<file path="src/rtl/pc_sequencer.sv">
// Fetch-stage program counter: BOOT/RUN/HOLD sequencer with branch redirect and flush.
// Define PC_MISALIGN_TRAP_EN to send misaligned redirect targets to TRAP_VECTOR.
module pc_sequencer #(
  parameter logic [63:0] RESET_VECTOR = 64'h0,
  parameter logic [63:0] TRAP_VECTOR  = 64'h100
) (
  input  logic        clk,
  input  logic        reset,
  input  logic        stall,
  input  logic        br_taken,
  input  logic [63:0] br_target,
  input  logic        imem_ready,
  output logic        imem_req,
  output logic [63:0] imem_addr,
  output logic [63:0] pc_out,
  output logic        flush,
  output logic        misalign_err
);

  typedef enum logic [1:0] {
    BOOT = 2'd0,
    RUN  = 2'd1,
    HOLD = 2'd2
  } state_t;

  state_t      state;
  state_t      state_nxt;
  logic [63:0] pc;
  logic [63:0] pc_nxt;
  logic [63:0] redirect;
  logic        misalign;

`ifdef PC_MISALIGN_TRAP_EN
  assign misalign = (br_target[1:0] != 2'b00);
  assign redirect = misalign ? TRAP_VECTOR : br_target;
`else
  logic unused_trap_vector;
  assign unused_trap_vector = ^TRAP_VECTOR;
  assign misalign = 1'b0;
  assign redirect = br_target;
`endif

  always_ff @(posedge clk or negedge reset) begin
    if (!reset) begin
      state <= BOOT;
      pc    <= RESET_VECTOR;
    end else begin
      state <= state_nxt;
      pc    <= pc_nxt;
    end
  end

  // Redirect wins over stall and over an unaccepted fetch; the PC only
  // advances when the current request has been accepted.
  always_comb begin
    state_nxt    = state;
    pc_nxt       = pc;
    imem_req     = 1'b0;
    flush        = 1'b0;
    misalign_err = 1'b0;
    case (state)
      BOOT: begin
        state_nxt = RUN;
        pc_nxt    = RESET_VECTOR;
      end
      RUN, HOLD: begin
        imem_req = 1'b1;
        if (br_taken) begin
          pc_nxt       = redirect;
          flush        = 1'b1;
          misalign_err = misalign;
          state_nxt    = RUN;
        end else if (stall || !imem_ready) begin
          state_nxt = HOLD;
        end else begin
          pc_nxt    = pc + 64'd4;
          state_nxt = RUN;
        end
      end
      default: begin
        state_nxt = BOOT;
        pc_nxt    = RESET_VECTOR;
      end
    endcase
  end

  assign imem_addr = pc;
  assign pc_out    = pc;

endmodule

</file>
<file path="config.mk">
export PLATFORM = sky130hd
export DESIGN_NAME = pc_sequencer
export DESIGN_NICKNAME = d
export VERILOG_FILES = /design/src/rtl/pc_sequencer.sv
export SDC_FILE = /design/constraint.sdc
export NUM_CORES = 1
export LEC_CHECK = 0
export CAP_MARGIN = 0
export CORE_MARGIN = 1
export CORE_UTILIZATION = 25
export DETAILED_ROUTE_END_ITERATION = 12
export GPL_TIMING_DRIVEN = 0
export PLACE_DENSITY_LB_ADDON = 0.1
export SETUP_SLACK_MARGIN = 0.4
export SLEW_MARGIN = 20
export SYNTH_ARGS = -nofsm -noshare
export SYNTH_HDL_FRONTEND = slang
export SYNTH_SLANG_ARGS = --single-unit
</file>
<file path="constraint.sdc">
create_clock -name clk -period 2.6 [get_ports clk]
set_clock_uncertainty 0.2 [all_clocks]
set_input_delay 0.26 -clock clk [delete_from_list [all_inputs] [get_ports clk]]
set_output_delay 0.26 -clock clk [all_outputs]
set_load 0.02 [all_outputs]
</file>
==> key figures, run 1 <==
GRT
  – Gr ovfl total: 0
  – First-pass GRT wire length: 35.2 mm
  – Vias in the first global route: 5,821
  – Initial antenna violation count: 0
  – Gr usage total: 23.4%
  – Pin count of the biggest net entering global routing: 41

Clocking
  – Cts bufs inserted: 9
  – CTS H-tree lvls: 3
  – CTS clk-pin slew, worst paths: around 0.06 ns
  – TritonCTS clock tree: yes
  – Num Clock Sinks: 66
  – Clock root buffer master: clkbuf_16
  – Clock latency on the worst-skew pair: 0.35 ns
  – Maximum buffer depth of the clock tree: 2

Cells and area
  – Post-Layout Cell Count: 1,148
  – Register area: 1720 sq um
  – Fill cells: 1,897
  – Final instance area: 8850 sq um
  – Area grow syn2layout: 81.7%
  – Util after Layout: between 40% and 50%
  – Multi-input logic area: slightly below 3000 sq um
  – Most frequent cells in the layout: clkdlybuf4s50_1, buf_4, dfrtp_2, nor2_1
  – Layout cell share with drive strength beyond 1: between 30 and 40%
  – Fin nets: 955
  – Commonest non-fill, non-tap cell in the layout: clkdlybuf4s50_1
  – Ant diodes: 0

Route
  – DR iter-0 viols: 427
  – Final wirelength: 23.8 mm
  – Pre-antenna DRT Iters: 5
  – Vias: 5,946
  – Vias per cell: 5.18
  – Drt drc: 0
  – Mean routed wirelength per cell: about 21 um
  – Final ANT Viol Nets: 0

Critical path
  – CP Cell Sequence: nand4_4, buf_6, or3_4, or3_4, or4_4, a31oi_4
  – Worst setup SP type: flop
  – Largest delay share family, worst path: simple AND/OR/NAND/NOR gates
  – Critical Path RT: 2.66 ns
  – Slowest stage cell, crit path: or4_4
  – Critical Path End Type: flop
  – CP bufs+invs: 1
  – Max FO, Critical Path: 3
  – Highest cell delay on the worst timing path: 0.43 ns
  – Worst path most repeated cell: or3_4
  – WP data arrival: 2.38 ns
  – Setup CP Type: flop to flop

Timing
  – Fmax: 431 MHz
  – Worst Tran Pin Value: slightly above 0.6 ns
  – Setup violations, final: 0
  – Final min period: 2.32 ns
  – Endpoints failing hold: 0
  – Count of pins over their slew limit: 0
  – Crit share post-route: 89.3%
  – Final setup TNS: 0 ns
  – Slew margin rel.: between 50% and 60%
  – RSZ-0062 raised after global routing: yes

Floorplanning
  – Die ar.: 20,000 sq um
  – Initial cell density of the core: roughly 26%
  – Core Rows: 50
  – Chip width: between 100 and 150 um
  – Die H: between 100 and 150 um
  – Ports: 200
  – Core area: roughly 19,000 sq um

Yosys
  – Post-synthesis sequential area ratio: approximately 34%
  – Synth area leader: dfrtp_1
  – Syn Inst Count: 579
  – Asr flop ratio synth: between 90% and 100%
  – Synthesized area: 4870 sq um
  – #FFs+latches synth: 66
  – Post-synthesis cell type count: 61
  – Net Count, Synth: 651
  – Largest cells by area after synthesis: dfrtp_1, buf_4, nand4_1
  – Syn. warnings: 0
  – Post-synth top area share: between 30% and 40%
  – Post-synth EDFFs: 0
  – Prevailing post-synth register cell: dfrtp_1
  – Avg Cell Area, Syn: roughly 8.4 sq um

Run status
  – Status: finished, final reports clean

Placed design
  – Dpl hpwl: 16.3 mm
  – I/O Buffers: 198
  – GP Congestion: approximately 0.85
  – DP Area: about 7300 sq um
  – Placed cells: 1,038

Power and ir drop
  – Static Leakage: 3.62 nW
  – Power per cell area: 1030 nW/um^2
  – Worst vdd ir: 0.000441 V

Min path
  – Worst hold-check path type: input port to async pin

Flow run
  – Maxcap violations: 0
-- final timing paths --
kind | start | end | slack (ns) | cells past startpoint
max | imem_addr[31] | imem_addr[43] | 0.28 | 6
min | reset | imem_addr[40] | 0.21 | 2
max reg2reg | imem_addr[31] | imem_addr[43] | 0.28 | 6
min reg2reg | imem_addr[18] | imem_addr[18] | 0.38 | 2
max in group asynchronous | reset | imem_addr[5] | 1.41 | 3
min in group clk | br_target[37] | imem_addr[37] | 0.26 | 3
-- cell families after synthesis --
kind of cell | share of synthesized area (%)
AOI/OAI and AO/OA | 17.8
xor gates and xnor gates | 3.96
other | 0.0770
DFF | 33.9
and+or+nand+nor | 29.0
adders and majority gates | 0.771
buffers and inverters | 13.3
muxes | 1.23
-- where the power goes --
group | internal (W) | switching, W | leakage, nW
registers | 0.00147 | 0.000549 | 0.794
logic | 0.00294 | 0.00293 | 2.70
clock network | 0.000672 | 0.000522 | 0.134
-- worst reg2reg max path: stages (launching register included) --
cell	delay [ns]
dfrtp_2	0.41
nand4_4	0.12
buf_6	0.14
or3_4	0.36
or3_4	0.40
or4_4	0.43
a31oi_4	0.18
-- sequential cells by signal, indices dropped and copies added, names as in the netlist --
register / cells
state: 2
imem_addr: 64
-- layout make-up --
class	count	area share, %
clock inverter	6	0.481
tap	260	3.68
inverter	9	0.382
multi-input combinational	408	33.1
timing repair buffer	293	31.6
sequential	66	19.4
buffer	96	8.70
clock buffer	10	2.70
-- synth_stat cells, drive strengths merged (2+ instances only) --
| cell | count |
|---|---|
| inv | 9 |
| nor2b | 2 |
| ha | 3 |
| a32o | 7 |
| nand3 | 39 |
| nor3 | 14 |
| xor2 | 15 |
| a31oi | 7 |
| a211oi | 12 |
| nand2 | 38 |
| a21oi | 34 |
| and4 | 10 |
| or3 | 7 |
| clkbuf | 27 |
| a211o | 5 |
| dfrtp | 66 |
| or4 | 10 |
| o211ai | 8 |
| nor2 | 41 |
| and2 | 4 |
| o21ai | 28 |
| nand2b | 5 |
| nand4 | 33 |
| and3 | 16 |
| buf | 69 |
| xnor2 | 7 |
| nor4 | 13 |
| o31ai | 4 |
| a311oi | 5 |
| nor3b | 9 |
| a32oi | 3 |
| a21o | 2 |
| a22o | 4 |
| or2 | 2 |
| mux2i | 6 |
-- routing by layer --
metal	global-route usage [%]	part of all wire [%]
met1	31.1	44
met2	38.6	48
met3	3.48	6.5
met4	8.26	2.1
met5	0	0
-- through the flow --
| stage | total power (W) | setup slack (ns) | hold WS (ns) |
|---|---|---|---|
| detailed placement | 0.00702 | -0.873 | 0.0274 |
| CTS | 0.00886 | 0.299 | 0.210 |
| global route | 0.00954 | 0.224 | 0.248 |
| global placement | 0.00697 | -1.84 | 0.349 |
| floorplan | 0.00466 | 0.305 | -0.236 |
| finish | 0.00908 | 0.277 | 0.206 |
-- timing repair --
action	CTS	global route
cloned	1	0
hold buffers	1	0
endpoints found under the hold margin	26	0
pin swaps	27	26
buffers inserted	70	22
gates resized for setup	98	51
setup endpoints to repair	67	53
Note: power is estimated with default switching activity, not from simulation.
==> run 2, diff against run 1 <==
--- a/config.mk
+++ b/config.mk
@@ -5,8 +5,8 @@
 export SDC_FILE = /design/constraint.sdc
 export NUM_CORES = 1
 export LEC_CHECK = 0
-export CAP_MARGIN = 0
-export CORE_MARGIN = 1
+export CAP_MARGIN = 30
+export CORE_MARGIN = 2
 export CORE_UTILIZATION = 25
 export DETAILED_ROUTE_END_ITERATION = 12
 export GPL_TIMING_DRIVEN = 0
==> run 2 against run 1 <==
  * Combinational power barely moved
  * Setup slack improved by 0.038 ns
  * Final cell count rose by 1.6%
  * Non-clock buffer count rose by 13
  * Sequential share of layout area fell by 0.087 points
  * Flip-flop and latch count did not move
  * Utilization fell by 0.85 points
  * Sequential power barely moved
==> key figures, run 2 (same netlist as run 1, synthesis figures left out) <==
Cells and area
  – Register area: 1710 sq um (-0.29%)
  – Max FFs per register: 64 (unchanged)
  – Area grow syn2layout: 82.0%
  – Ant diodes: 0 (unchanged)
  – Most frequent cells in the layout: clkdlybuf4s50_1, buf_4, dfrtp_2, nor2_1
  – Multi-input logic area: 2880 sq um (-1.5%)
  – Layout cell share with drive strength beyond 1: 35.1% (-0.51 points)
  – Fin nets: 968 (+1.4%)
  – Fill cells: 1,913 (+0.84%)
  – Commonest non-fill, non-tap cell in the layout: clkdlybuf4s50_1
  – Post-Layout Cell Count: 1,166 (+1.6%)

Timing
  – Crit share post-route: 87.9% (-1.4 points)
  – Final min period: 2.29 ns (-0.0375 ns)
  – Setup violations, final: 0 (unchanged)
  – Setup WS post-layout: 0.315 ns (+0.0375 ns)
  – Slew margin rel.: 60.1% (+0.83 points)
  – RSZ-0062 raised after global routing: yes
  – Endpoints failing hold: 0 (unchanged)
  – Count of pins over their slew limit: 0 (unchanged)
  – Worst Tran Pin Value: 0.599 ns (-0.0124 ns)
  – Fmax: 438 MHz (+1.6%)
  – Final setup TNS: 0 ns (unchanged)

Placed design
  – Place WS: -0.884 ns (-0.0109 ns)
  – Dpl hpwl: 16.1 mm (-1.6%)
  – GP Congestion: 0.920 (+8.7%)
  – Placed cells: 1,043 (+0.48%)
  – I/O Buffers: 198 (unchanged)

Power and ir drop
  – Seq pwr share: 22.2% (about the same)
  – Total power: 0.00909 W (about the same)
  – Clock power share: 12.9% (-0.2 points)
  – Combinational cell fraction of total power: 64.9% (+0.3 points)
  – Switching Share: 43.3% (-0.74 points)
  – Static Leakage: 3.72 nW (+2.7%)
  – Power per cell area: 1030 nW/um^2 (about the same)
  – Worst vdd ir: 0.000508 V (+15%)
  – Psw: 0.00393 W (-1.6%)
  – P_int: 0.00515 W (+1.4%)

Route
  – Pre-antenna DRT Iters: 7 (+2)
  – Vias per cell: 5.20 (+0.38%)
  – Final ANT Viol Nets: 0 (unchanged)
  – Drt drc: 0 (unchanged)
  – Final wirelength: 23.1 mm (-2.9%)
  – DR iter-0 viols: 442 (+3.5%)
  – Mean routed wirelength per cell: 19.8 um (-4.4%)
  – Vias: 6,062 (+2.0%)

Min path
  – Worst hold-check path type: input port to async pin

Floorplanning
  – Core area: 19,300 sq um (+2.0%)
  – Core Rows: 51 (+2.0%)
  – Die H: 144 um (+1.4%)
  – Die ar.: 20,600 sq um (+2.8%)
  – Initial cell density of the core: 25.3% (-0.51 points)
  – Ports: 200 (unchanged)
  – Chip width: 144 um (+1.4%)

Clocking
  – CTS clk-pin slew, worst paths: 0.06 ns (about the same)
  – Clock latency on the worst-skew pair: 0.35 ns (about the same)
  – Clock root buffer master: clkbuf_16
  – TritonCTS clock tree: yes
  – CTS H-tree lvls: 3 (unchanged)
  – Maximum buffer depth of the clock tree: 2 (unchanged)
  – Cts bufs inserted: 9 (unchanged)
  – Num Clock Sinks: 66 (unchanged)

GRT
  – Gr usage total: 22.2% (-1.2 points)
  – Gr ovfl total: 0 (unchanged)
  – Initial antenna violation count: 0 (unchanged)
  – Pin count of the biggest net entering global routing: 51 (+24%)
  – First-pass GRT wire length: 34.2 mm (-2.9%)
  – Vias in the first global route: 5,888 (+1.2%)

Critical path
  – WP data arrival: 1.83 ns (-0.55 ns)
  – Critical Path End Type: output pin
  – FF-to-FF setup slack: 0.33 ns (+0.05 ns)
  – Worst setup SP type: flop
  – Critical Path RT: 2.14 ns (-0.52 ns)
  – Max FO, Critical Path: 4 (+1)
  – Setup CP Type: flop to output pin

Run status
  – Status: finished, final reports clean

Flow run
  – Maxcap violations: 0 (unchanged)
## run 2: cell types whose count changed in the layout (fill, tap and decap cells not counted), moves of 3 or more
cell	delta
dfrtp_2	-4
nor3b_2	-3
buf_4	+17
nand3_2	+3
dfrtp_1	+4
nor4_2	-3
nor4_1	+3
nand3_4	-3
## run 2: what timing repair did
item                                    CTS  global route
endpoints found under the hold margin    66             0
pin swaps                                24            19
setup buffers                            77            29
hold buffers                              1             0
endpoints found under the setup margin   68            59
gates resized for setup                  96            38
## run 2: final cells by class
cell class                 count  share of cell area (%)
buffer                        96                    8.72
clock buffer                  13                    2.94
clock inverter                 3                   0.169
inverter                       9                   0.381
multi-input combinational    408                    32.5
sequential                    66                    19.3
tap                          265                    3.74
timing repair buffer         306                    32.3
## run 2: power by group through the flow
stage	registers, W	logic, W	clock network [W]
final	0.00201	0.00590	0.00117
after detailed placement	0.00220	0.00481	0
after global placement	0.00217	0.00478	0
after global routing	0.00207	0.00629	0.00122
after floorplan	0.00241	0.00225	0
after CTS	0.00202	0.00571	0.00119
## run 2: path summary, 6_finish.rpt
| check | startpoint | endpoint | cells after the start |
|---|---|---|---|
| min | reset | imem_addr[7] | 2 |
| max in group asynchronous | reset | imem_addr[40] | 3 |
| min reg2reg | imem_addr[18] | imem_addr[18] | 2 |
| max reg2reg | imem_addr[10] | imem_addr[54] | 7 |
| max | state[0] | flush | 8 |
| min in group clk | br_target[25] | imem_addr[25] | 3 |
## run 2: layer usage
layer  global-route usage, %  wire (um)
met1                    29.1       9860
met2                    36.4      10900
met3                    3.33       1590
met4                    9.49        690
met5                       0          0
## run 2: critical path: stages (launching register included)
cell and delay [ns]:
dfrtp_1 0.39, inv_2 0.07, ha_4 0.22, clkbuf_16 0.14, and2_4 0.15, buf_8 0.12, clkbuf_16 0.14, clkbuf_16 0.14
buf_8 0.12
## run 2: through the flow
step                utilization, %  hold slack [ns]  instance area, sq um
floorplan                        -           -0.236                  4960
global placement              37.7            0.348                  7270
detailed placement            37.9          -0.0406                  7310
CTS                           44.3            0.136                  8530
global route                  46.0            0.178                  8860
finish                        46.0            0.129                  8860
==> run 3, diff against run 2 <==
--- a/config.mk
+++ b/config.mk
@@ -7,7 +7,7 @@
 export LEC_CHECK = 0
 export CAP_MARGIN = 30
 export CORE_MARGIN = 2
-export CORE_UTILIZATION = 25
+export CORE_UTILIZATION = 35
 export DETAILED_ROUTE_END_ITERATION = 12
 export GPL_TIMING_DRIVEN = 0
 export PLACE_DENSITY_LB_ADDON = 0.1
==> run 3 against run 2 <==
  * Final cell count down 7.8%
  * Via count is 0.71% lower
  * Count of clock-buffer cells in the layout decreased by 3
  * Clock power grew 5%
==> key figures, run 3 (same netlist as run 1, synthesis figures left out) <==
Floorplanning
  – Chip width: 122 um (-15%)
  – Die ar.: 14,900 sq um (-28%)
  – Core area: 13,700 sq um (-29%)
  – Ports: 200 (unchanged)
  – Die H: 122 um (-15%)
  – Core Rows: 43 (-16%)
  – Initial cell density of the core: 35.5% (+10 points)

Cells and area
  – Most frequent cells in the layout: clkdlybuf4s50_1, buf_4, dfrtp_2, nor2_1, a21oi_1
  – Commonest non-fill, non-tap cell in the layout: clkdlybuf4s50_1
  – Fin nets: 961 (-0.72%)
  – Post-Layout Cell Count: 1,075 (-7.8%)
  – Max FFs per register: 64 (unchanged)
  – Area grow syn2layout: 79.6%
  – Layout cell share with drive strength beyond 1: 35.8% (+0.72 points)

Clocking
  – Maximum buffer depth of the clock tree: 2 (unchanged)
  – Num Clock Sinks: 66 (unchanged)
  – Clock latency on the worst-skew pair: 0.35 ns (about the same)
  – TritonCTS clock tree: yes
  – CTS clk-pin slew, worst paths: 0.06 ns (about the same)
  – Cts bufs inserted: 9 (unchanged)
  – CTS H-tree lvls: 3 (unchanged)
  – Clock root buffer master: clkbuf_16

Placed design
  – GP Congestion: 0.895 (-2.7%)
  – Placed cells: 958 (-8.1%)
  – I/O Buffers: 198 (unchanged)
  – Dpl hpwl: 15.5 mm (-3.4%)

Power and ir drop
  – Total power: 0.00910 W (+0.15%)
  – Power per cell area: 1040 nW/um^2 (+1.5%)
  – Worst vdd ir: 0.000620 V (+22%)
  – Static Leakage: 3.68 nW (-1.1%)

Critical path
  – Critical Path RT: 2.63 ns (+0.49 ns)
  – Setup CP Type: flop to flop
  – Worst setup path endpoint: imem_addr[54]
  – Critical Path End Type: flop
  – Worst Setup SP: imem_addr[17]
  – WP data arrival: 2.35 ns (+0.52 ns)
  – Reg2Reg Depth: 7 (unchanged)
  – Max FO, Critical Path: 5 (+1)
  – Worst setup SP type: flop
  – Slowest stage cell, crit path: or4_4
  – R2r endpoint: imem_addr[54]
  – R2R Path Start: imem_addr[17]
  – Highest cell delay on the worst timing path: 0.61 ns (+0.22 ns)
  – CP Cell Sequence: nand4_1, buf_6, or4_4, nor4_4, buf_4, mux2i_1, a211o_1
  – FF-to-FF setup slack: 0.28 ns (-0.05 ns)

Timing
  – Fmax: 431 MHz (-1.6%)
  – Endpoints failing hold: 0 (unchanged)
  – Worst Tran Pin Value: 0.572 ns (-0.0273 ns)
  – Count of pins over their slew limit: 0 (unchanged)
  – Slew margin rel.: 61.9% (+1.8 points)
  – Final min period: 2.32 ns (+0.0367 ns)
  – RSZ-0062 raised after global routing: yes
  – Crit share post-route: 89.3% (+1.4 points)
  – Setup violations, final: 0 (unchanged)

GRT
  – Gr ovfl total: 0 (unchanged)
  – Gr usage total: 30.9% (+8.7 points)
  – Vias in the first global route: 5,967 (+1.3%)
  – Initial antenna violation count: 0 (unchanged)
  – First-pass GRT wire length: 34.6 mm (+1.3%)
  – Pin count of the biggest net entering global routing: 36 (-29%)

Route
  – Drt drc: 0 (unchanged)
  – Final ANT Viol Nets: 0 (unchanged)
  – DR iter-0 viols: 460 (+4.1%)
  – Pre-antenna DRT Iters: 5 (-2)
  – Vias: 6,019 (-0.71%)
  – Final wirelength: 22.7 mm (-1.6%)
  – Vias per cell: 5.60 (+7.7%)
  – Mean routed wirelength per cell: 21.1 um (+6.8%)

Run status
  – Status: finished, final reports clean

Min path
  – Worst hold-check path type: input port to async pin

Flow run
  – Maxcap violations: 0 (unchanged)
-- run 3: worst min path at each step --
stage | startpoint | to | slack (ns) | cells past startpoint
2_1_floorplan | reset | imem_addr[0] | -0.24 | 0
3_3_place_gp | imem_addr[1] | imem_addr[1] | 0.34 | 2
3_5_place_dp | reset | imem_addr[39] | 0.05 | 1
4_1_cts | reset | imem_addr[39] | 0.23 | 2
5_1_grt | reset | imem_addr[39] | 0.25 | 2
6_report | reset | imem_addr[39] | 0.21 | 2
-- run 3: per-stage QoR --
step	worst slack, ns	setup TNS, ns	hold WS [ns]	instance area, sq um	util [%]
2_1_floorplan	0.305	0	-0.236	4960	-
3_3_place_gp	-1.75	-127.59	0.344	7170	52.2
3_5_place_dp	-0.929	-25.05	0.0464	7190	52.4
4_1_cts	0.290	0	0.226	8480	61.8
5_1_grt	0.205	0	0.246	8740	63.7
6_report	0.278	0	0.205	8750	63.8
-- run 3: metal layers --
metal  vias to the layer above  part of all wire [%]  GRT usage (%)
li1                       2724                     -              -
met1                      2929                    41           41.5
met2                       322                    48           49.3
met3                        44                   8.0           4.78
met4                         0                   2.8           13.6
met5                         -                     0              0
-- run 3: cell type report --
| cell class | count | area (sq um) |
|---|---|---|
| multi-input combinational | 408 | 2950 |
| clock buffer | 10 | 229 |
| clock inverter | 6 | 57.6 |
| timing repair buffer | 299 | 2780 |
| buffer | 96 | 753 |
| inverter | 9 | 33.8 |
| fill | 1183 | 4970 |
| sequential | 66 | 1710 |
| tap | 180 | 225 |
| antenna | 1 | 2.50 |
-- run 3: report_power, final --
group          switching (W)  internal [W]
registers           0.000574       0.00147
clock network       0.000496      0.000736
logic                0.00289       0.00293
-- run 3: repair_timing --
| action | CTS | global route |
|---|---|---|
| pin swaps | 26 | 32 |
| hold buffers | 1 | 0 |
| buffers inserted | 82 | 17 |
| endpoints found under the hold margin | 31 | 0 |
| gates resized for setup | 105 | 41 |
| endpoints found under the setup margin | 67 | 43 |
-- run 3: critical path, delay by kind of cell, from the launching register on --
| kind | cells | cell delay [ns] |
|---|---|---|
| buf+inv | 2 | 0.32 |
| simple gates | 3 | 1.00 |
| mux | 1 | 0.07 |
| flops | 1 | 0.39 |
| compound gates | 1 | 0.23 |
